==> src/rtl/font_pkg.sv <==
// Constants and the lookup tag type shared across the font glyph path.
package font_pkg;
    localparam int GLYPH_LAT    = 4;
    localparam int MISSING_ADDR = 'h11;
    localparam int REPLACE_ADDR = 'h7F;

    // Id field sized for the largest supported requester count (8).
    localparam int TAG_IDW = 3;

    typedef struct packed {
        logic               valid;
        logic [TAG_IDW-1:0] id;
    } glyph_tag_t;
endpackage

==> src/rtl/font_glyph_arbiter_rr_pick.sv <==
// Round-robin picker: first set request at or after ptr wins; next_ptr is the slot after the winner.
module rr_pick #(
    parameter int N  = 2,
    parameter int PW = (N > 1) ? $clog2(N) : 1
) (
    input  logic [N-1:0]  req,
    input  logic [PW-1:0] ptr,
    output logic [N-1:0]  gnt,
    output logic [PW-1:0] gnt_idx,
    output logic          any,
    output logic [PW-1:0] next_ptr
);
    always_comb begin
        int c;
        c       = 0;
        gnt     = '0;
        gnt_idx = '0;
        any     = 1'b0;
        for (int o = 0; o < N; o++) begin
            c = int'(ptr) + o;
            if (c >= N) c = c - N;
            if (!any && req[c]) begin
                any     = 1'b1;
                gnt[c]  = 1'b1;
                gnt_idx = PW'(c);
            end
        end
        next_ptr = PW'((int'(gnt_idx) + 1) % N);
    end
endmodule

==> src/rtl/font_glyph_arbiter.sv <==
// Shares one fixed-latency glyph lookup pipeline among REQS requesters and routes results back by tag.
// Build option FONT_GLYPH_ARBITER_STATS_EN adds per-requester grant and starvation-grant counters.
module font_glyph_arbiter #(
    parameter int REQS       = 3,
    parameter int UCPW       = 21,
    parameter int HEIGHT     = 16,
    parameter int WIDTH      = 8,
    parameter int GLYPH_LAT  = font_pkg::GLYPH_LAT,
    parameter int STARVE_MAX = 15,
    localparam int LW        = $clog2(HEIGHT)
) (
    input  logic                 clk,
    input  logic                 rst_n,
    input  logic [REQS-1:0]      req_valid,
    output logic [REQS-1:0]      req_ready,
    input  logic [REQS*UCPW-1:0] req_ucp,
    input  logic [REQS*LW-1:0]   req_line,
    output logic [REQS-1:0]      rsp_valid,
    output logic [WIDTH-1:0]     rsp_pix,
    output logic [UCPW-1:0]      glyph_ucp,
    output logic [LW-1:0]        glyph_line,
    input  logic [WIDTH-1:0]     glyph_pix
`ifdef FONT_GLYPH_ARBITER_STATS_EN
   ,output logic [REQS*16-1:0]   stat_grants,
    output logic [REQS*16-1:0]   stat_starve
`endif
);
    import font_pkg::*;

    localparam int         IDW       = $clog2(REQS);
    localparam int         NRR       = REQS - 1;
    localparam int         PW        = (NRR > 1) ? $clog2(NRR) : 1;
    localparam logic [7:0] STARVE_TC = 8'(STARVE_MAX);

    logic [7:0]      starve_cnt [REQS-1:1];
    logic [REQS-1:1] starved;
    // Pointer is held relative to requester 1 (0 means requester 1).
    logic [PW-1:0]   rr_ptr, rr_ptr_nxt, rr_next, rr_idx;
    logic [NRR-1:0]  rr_gnt;
    logic            rr_any;
    logic [REQS-1:0] gnt;
    logic [IDW-1:0]  gnt_id;
    logic            gnt_any;
    logic            via_starve;
    glyph_tag_t      tag_q [GLYPH_LAT];

    always_comb begin
        starved = '0;
        for (int j = 1; j < REQS; j++)
            starved[j] = req_valid[j] && (starve_cnt[j] == STARVE_TC);
    end

    rr_pick #(.N(NRR), .PW(PW)) u_rr_pick (
        .req      (req_valid[REQS-1:1]),
        .ptr      (rr_ptr),
        .gnt      (rr_gnt),
        .gnt_idx  (rr_idx),
        .any      (rr_any),
        .next_ptr (rr_next)
    );

    always_comb begin
        gnt        = '0;
        gnt_id     = '0;
        gnt_any    = 1'b0;
        via_starve = 1'b0;
        rr_ptr_nxt = rr_ptr;
        // Descending scan so the lowest starved index is the one left standing.
        for (int j = REQS - 1; j >= 1; j--) begin
            if (starved[j]) begin
                via_starve = 1'b1;
                gnt_id     = IDW'(j);
            end
        end
        if (!rst_n) begin
            gnt_id     = '0;
            via_starve = 1'b0;
        end else if (via_starve) begin
            gnt_any     = 1'b1;
            gnt[gnt_id] = 1'b1;
            rr_ptr_nxt  = PW'(int'(gnt_id) % NRR);
        end else if (req_valid[0]) begin
            gnt_any = 1'b1;
            gnt[0]  = 1'b1;
        end else if (rr_any) begin
            gnt_any         = 1'b1;
            gnt[REQS-1:1]   = rr_gnt;
            gnt_id          = IDW'(int'(rr_idx) + 1);
            rr_ptr_nxt      = rr_next;
        end
    end

    assign req_ready  = gnt;
    assign glyph_ucp  = gnt_any ? req_ucp[int'(gnt_id)*UCPW +: UCPW] : '0;
    assign glyph_line = gnt_any ? req_line[int'(gnt_id)*LW +: LW] : '0;

    always_ff @(posedge clk or negedge rst_n) begin
        if (!rst_n) begin
            rr_ptr <= '0;
            for (int j = 1; j < REQS; j++) starve_cnt[j] <= '0;
            for (int i = 0; i < GLYPH_LAT; i++) tag_q[i] <= '0;
        end else begin
            rr_ptr <= rr_ptr_nxt;
            for (int j = 1; j < REQS; j++) begin
                if (!req_valid[j] || gnt[j])
                    starve_cnt[j] <= '0;
                else if (starve_cnt[j] != STARVE_TC)
                    starve_cnt[j] <= starve_cnt[j] + 8'd1;
            end
            tag_q[0] <= '{valid: gnt_any, id: TAG_IDW'(gnt_id)};
            for (int i = 1; i < GLYPH_LAT; i++) tag_q[i] <= tag_q[i-1];
        end
    end

    always_comb begin
        rsp_valid = '0;
        for (int i = 0; i < REQS; i++)
            rsp_valid[i] = tag_q[GLYPH_LAT-1].valid && (tag_q[GLYPH_LAT-1].id == TAG_IDW'(i));
    end

    assign rsp_pix = glyph_pix;

`ifdef FONT_GLYPH_ARBITER_STATS_EN
    logic [15:0] grant_cnt      [REQS];
    logic [15:0] starve_gnt_cnt [REQS];

    always_ff @(posedge clk or negedge rst_n) begin
        if (!rst_n) begin
            for (int i = 0; i < REQS; i++) begin
                grant_cnt[i]      <= '0;
                starve_gnt_cnt[i] <= '0;
            end
        end else begin
            for (int i = 0; i < REQS; i++) begin
                if (gnt[i]) grant_cnt[i] <= grant_cnt[i] + 16'd1;
                if (gnt[i] && via_starve) starve_gnt_cnt[i] <= starve_gnt_cnt[i] + 16'd1;
            end
        end
    end

    for (genvar i = 0; i < REQS; i++) begin : g_stat
        assign stat_grants[i*16 +: 16] = grant_cnt[i];
        assign stat_starve[i*16 +: 16] = starve_gnt_cnt[i];
    end
`else
    logic unused_via_starve;
    assign unused_via_starve = via_starve;
`endif
endmodule

==> config.mk <==
export PLATFORM = sky130hd
export DESIGN_NAME = font_glyph_arbiter
export DESIGN_NICKNAME = d
export VERILOG_FILES = /design/src/rtl/font_pkg.sv /design/src/rtl/font_glyph_arbiter_rr_pick.sv /design/src/rtl/font_glyph_arbiter.sv
export SDC_FILE = /design/constraint.sdc
export NUM_CORES = 1
export LEC_CHECK = 0
export ABC_AREA = 1
export CAP_MARGIN = 10
export CORE_MARGIN = 5
export CORE_UTILIZATION = 45
export DETAILED_ROUTE_END_ITERATION = 7
export DONT_BUFFER_PORTS = 1
export PLACE_DENSITY = 0.63
export SLEW_MARGIN = 15
export SYNTH_ARGS = -nofsm -noshare
export SYNTH_HDL_FRONTEND = slang
export SYNTH_SLANG_ARGS = --single-unit
==> constraint.sdc <==
create_clock -name clk -period 5.3 [get_ports clk]
set_input_delay 0.53 -clock clk [delete_from_list [all_inputs] [get_ports clk]]
set_output_delay 0.53 -clock clk [all_outputs]
set_load 0.02 [all_outputs]
[Word level (Yosys, flattened, before mapping)]
Cells that the tools add are included.
Cells by class
  add/sub/neg operators: 6
  $mul: 1
  div/mod/pow operators: 0
  magnitude comparators: 8
  equality and inequality tests: 7
  shifts and indexed selects: 2
  muxes and demuxes: 46
  bitwise operators: 1
  reduce and logical (&&, ||, !) cells: 19
Operator list (count)
  $ge A32 B1 Y1 const B: 2
  $lt A32 B3 Y1 const B: 2
  $mux W32: 2
  $shiftx A63 B8 Y21: 1
  $ge A32 B3 Y1 const B: 1
  $mux W8: 4
  $sub A32 B3 Y32 const B: 1
  $mux W1: 23
  $mux W21: 1
  $mux W2: 10
  $add A8 B1 Y8 const B: 2
  $eq A8 B4 Y1 const B: 2
  $ne A8 B4 Y1 const B: 2
  $shiftx A12 B5 Y4: 1
  $logic_and A1 B1 Y1: 9
  $mul A2 B5 Y7 const B: 1
  $mux W3: 2
  $reduce_bool A2 Y1: 3
  $add A1 B1 Y2 const B: 2
  $mux W4: 1
  $logic_not A1 Y1: 3
  $logic_not A3 Y1: 1
  $lt A2 B3 Y1 const B: 1
  $reduce_and A3 Y1: 1
  other kinds (10): 12
Storage, ports and cells
  register bits: 29
  latch bits: 0
  bits in writable memories: 0
  bits in read-only memories: 0
  output and inout port bits: 39
  word-level logic and storage cells: 101
  memories: 0

[Longest topological paths before layout]
  depth after elaboration: 17
  mapped depth: 12
  gate-level depth less buffers: 11

[Cells and area by module]
A second synthesis with hierarchy kept.
Second synthesis, totals
  cell total of the unflattened synthesis: 356
  area, all modules: 2382.3 µm²
Modules (own cells, without submodules)
  font_glyph_arbiter: times used 1, cells an instance 346, area each 2341.0 µm², sequential area each 725.7 µm²
  rr_pick: times used 1, cells an instance 10, area each 41.3 µm², sequential area each 0.0 µm²

[Worst setup path before layout]
OpenSTA, ideal clock, no wires.
  path type: reg2out
  start point: register starve_cnt[1] in the netlist's numbering
  end point: output port glyph_line[0]
  arrival: 1.832 ns
  data required time: 4.770 ns
  path slack: 2.938 ns
  stages on the path, launching flop included: 12
  buffers on the path: 2
  cells stage by stage: dfrtp_1 ha_1 nand3_1 nor3_2 inv_2 nand2_2 nand2_2 buf_6 buf_6 nand2_1 nand3_1 a21oi_1
On the way
  word-level cells in the longest chain between the ends: 9
  elaborated cells between the ends (all ways): 12
  classes of those cells: 1 x eq/ne; 1 x shift; 9 x mux; 1 x reduce/logical
Ends and longest elaborated chain
  start: declaration: line font_glyph_arbiter.sv:35  | logic [7:0] starve_cnt [REQS-1:1];
  start signal: indexed assignment: line font_glyph_arbiter.sv:108  | starve_cnt[j] <= starve_cnt[j] + 8'd1;
  $eq A8 B4 Y1 (*): line font_glyph_arbiter.sv:50  | starved[j] = req_valid[j] && (starve_cnt[j] == STARVE_TC);
  $logic_and A1 B1 Y1 (*): line font_glyph_arbiter.sv:50
  $mux W2: line font_glyph_arbiter.sv:70  | if (starved[j]) begin
  $mux W2: line font_glyph_arbiter.sv:85  | end else if (rr_any) begin
  $mux W2: line font_glyph_arbiter.sv:82  | end else if (req_valid[0]) begin
  $mux W2: line font_glyph_arbiter.sv:78  | end else if (via_starve) begin
  $mux W2: line font_glyph_arbiter.sv:75  | if (!rst_n) begin
  $shiftx A12 B5 Y4: line font_glyph_arbiter.sv:95  | assign glyph_line = gnt_any ? req_line[int'(gnt_id)*LW +: LW] : '0;
  $mux W4 (*): line font_glyph_arbiter.sv:95
  end: declaration: line font_glyph_arbiter.sv:21  | output logic [LW-1:0] glyph_line,
Mark *: on every way between the ends. The rest lies on a longest branch, timed or not.

[Worst setup path in the final report]
  start point: register starve_cnt[8] in the netlist's numbering
  end point: output port glyph_ucp[2]
On the way
  word-level cells in the longest chain between the ends: 11
  elaborated cells between the ends (all ways): 15
  classes of those cells: 1 x mul; 1 x eq/ne; 1 x shift; 11 x mux; 1 x reduce/logical
Ends and longest elaborated chain
  $eq A8 B4 Y1 (*): line font_glyph_arbiter.sv:50
  $logic_and A1 B1 Y1 (*): line font_glyph_arbiter.sv:50
  $mux W2 (2 in a row): line font_glyph_arbiter.sv:70
  $mux W2: line font_glyph_arbiter.sv:85
  $mux W2: line font_glyph_arbiter.sv:82
  $mux W2: line font_glyph_arbiter.sv:78
  $mux W2: line font_glyph_arbiter.sv:75
  $mul A2 B5 Y7: line font_glyph_arbiter.sv:94  | assign glyph_ucp = gnt_any ? req_ucp[int'(gnt_id)*UCPW +: UCPW] : '0;
  $shiftx A63 B8 Y21: line font_glyph_arbiter.sv:94
  $mux W21 (*): line font_glyph_arbiter.sv:94
  end: declaration: line font_glyph_arbiter.sv:20  | output logic [UCPW-1:0] glyph_ucp,
Marked as above.

==> results.yml <==
grt:
  grtUsageTotal_pct: 16.75
  grt_pass1_wl_um: 8245
  globalRoute.totalOverflow: 0
  grt_max_degree: 32
  antenna_found_initial: 0
  grt_pass1_vias: 1905
yosys:
  postSynthNetCount: 424
  synth_xor_area_share_pct: 2.841
  synth_area_leaders: "dfrtp_1 (34%), nand3_1 (13%), nand2_1 (12%)"
  synth-edff-count: 0
  synth-seq-cells: 29
  yosys_warnings: 0
  synth_area_sq_mm: 0.002158
  synth_adder_area_share_pct: 1.159
  synth_top_family_by_area: "simple AND/OR/NAND/NOR gates"
  async_flop_share_pct: 100.0
  synth_compound_area_share_pct: 9.217
  synthSimpleGateAreaFrac_pct: 34.26
  ys_seq_area_share_pct: 33.62
  avgSynthCellArea_sq_um: 6.462
  synthFlopType: "dfrtp_1"
  synth_cell_types: 28
  postSynthCellCount: 334
  synth.most_common_cell: "nand2_1"
  synth_top_area_cell: "dfrtp_1"
  synthMuxAreaShare_pct: 0
  synth_commonest_cells: "nand2_1 (69), inv_1 (67), nand3_1 (55)"
  synth_top_area_share_pct: 33.62
job:
  drv_cap: 0
timing:
  worst_slack_ns: 1.585
  fmax_mhz: 269.2
  slew_viol_final: 0
  setup_violations: 0
  fin_crit_ns: 3.715
  period_share_pct: 70.10
  fin_setup_tns_ns: 0
  skew_ns: 0.007087
  slew_headroom_pct: 35.27
  final_hold_viol_count: 0
  max_slew.worst_pin.slew_ns: 0.9687
  rsz0062_at_grt: "no"
die:
  ios: 127
  core_area_sq_mm: 0.004692
  die_area_sq_mm: 0.006281
  die_height_um: 79.26
  num_rows: 25
  die_w_um: 79.26
  start_util_pct: 46.00
layout:
  syn_to_final_growth_pct: 1.333
  fin_area_sq_mm: 0.002187
  diodes: 0
  fin_nets: 409
  fillers: 501
  drive_above_1_share_pct: 5.938
detailed_routing:
  drc_errors: 0
  viasPerCell: 5.310
  drt_iter0_drc: 83
  first_pass_iters: 4
  vias: 1986
  wirelength_um: 5227
  ant_nets: 0
  wire_per_inst_um: 13.98
clock_network:
  cts_tree: "yes"
  clk_pin_slew_ns: 0.06
  cts-root-buf: "clkbuf_8"
  cts_buffer_depth: 2
  clock_sinks: 29
  ctsResizeCount: 0
  clk-insertion-delay-late_ns: 0.28
  cts.hold.buffers_added: 1
  numCtsBuffers: 5
  htreeDepth: 2
  postCtsSetupBuffers: 0
critical_path:
  crit_path_end_kind: "output pin"
  cp_max_fo: 29
  worstSetupPathType: "flop to output pin"
  crit_required_ns: 4.77
  crit_path_cell_trace: "ha_1, inv_1, nor2_2, nand4_1, a21oi_1, nand2_1, inv_2, nand2_1, a21oi_1"
  critical-path-max-stage-delay_ns: 0.61
  timing.rr.start: "starve_cnt[8]"
  cpMaxStageDelayCell: "inv_2"
  crit_start: "starve_cnt[8]"
  r2r_slack_ns: 2.76
  crit_arrival_ns: 3.19
  cp-start-kind: "flop"
pwr:
  powerDensity_mw_per_mm2: 232.4
  power.leakage_nw: 1.183
  vdd_drop_max_v: 0.0001154
min_path:
  min-delay-path-class: "primary input to asynchronous set/reset pin"
place:
  dpl.hpwl_um: 3831
  place.gp.congestion: 0.8248
  dpl_cell_area_sq_mm: 0.002081
  post-place-ws_ns: 1.831
  portBuffers: 0
run_status:
  outcome: "finished, final reports clean"
stage by stage:
stage | hold WS [ns] | utilization [%] | total power [W] | cells
2_1_floorplan | 0.2344 | - | 0.0003345 | 334
3_5_place_dp | 0.2360 | 44.35 | 0.0003340 | 365
4_1_cts | 0.06093 | 46.61 | 0.0005200 | 374
6_report | 0.07172 | 46.61 | 0.0005083 | 374
5_1_grt | 0.06382 | 46.61 | 0.0005426 | 374
3_3_place_gp | 0.2359 | 44.35 | 0.0003334 | 365
registers in the layout (all words and copies together), names as in the netlist:
| name | flops |
|---|---|
| starve_cnt | 16 |
| rr_ptr | 1 |
| tag_q | 12 |
path summary, 6_finish.rpt:
kind	to	cells past startpoint
max reg2reg	starve_cnt[1]	11
min	starve_cnt[7]	1
max	glyph_ucp[2]	9
min reg2reg	tag_q[8]	0
min in group clk	tag_q[8]	0
max in group asynchronous	starve_cnt[8]	1
layout by cell type, fill, tap and decap left out, types with 4 or more instances in the layout:
cell       n
a21oi_1   30
clkbuf_8   5
dfrtp_1   29
inv_1     67
nand2_1   69
nand3_1   55
nand4_1    4
nor2_1    21
nor3_1     6
xor2_1     4
critical path, delay by kind of cell (launching register included):
family	cells	cell delay, ns
adder cells (fa/ha/maj)	1	0.20
AO/OA/AOI/OAI	2	0.60
buffers and inverters	2	0.67
flip-flops	1	0.40
AND/OR/NAND/NOR	4	1.03
layer usage:
layer  up-vias  wire (um)  part of all wire (%)  global-route usage, %
li1       1004          -                     -                      -
met1       888       2112                    40                  19.18
met2        86       2633                    50                  29.29
met3         8        393                   7.5                  3.968
met4         0         87                   1.7                  7.732
met5         -          0                     0                      0
logic make-up after synthesis:
logic type	Yosys count
and+or+nand+nor	165
buffers and inverters	93
AOI/OAI and AO/OA	38
DFF	29
xor gates and xnor gates	7
adders and majority gates	2
where the power goes:
part | internal (W) | switching, W
Clock | 0.0000903 | 0.0000836
Combinational | 0.0000266 | 0.0000714
Sequential | 0.000231 | 0.00000557
Total | 0.000348 | 0.000161
layout make-up:
class	instances	area, sq um	share of cell area (%)
Multi-Input combinational cell	212	1025	46.85
Sequential cell	29	725.7	33.18
Inverter	70	262.8	12.01
Clock buffer	5	68.82	3.146
Tap cell	54	67.56	3.089
Timing Repair Buffer	1	20.02	0.9153
Clock inverter	3	17.52	0.8009
Power figures use the tool's default switching activity.
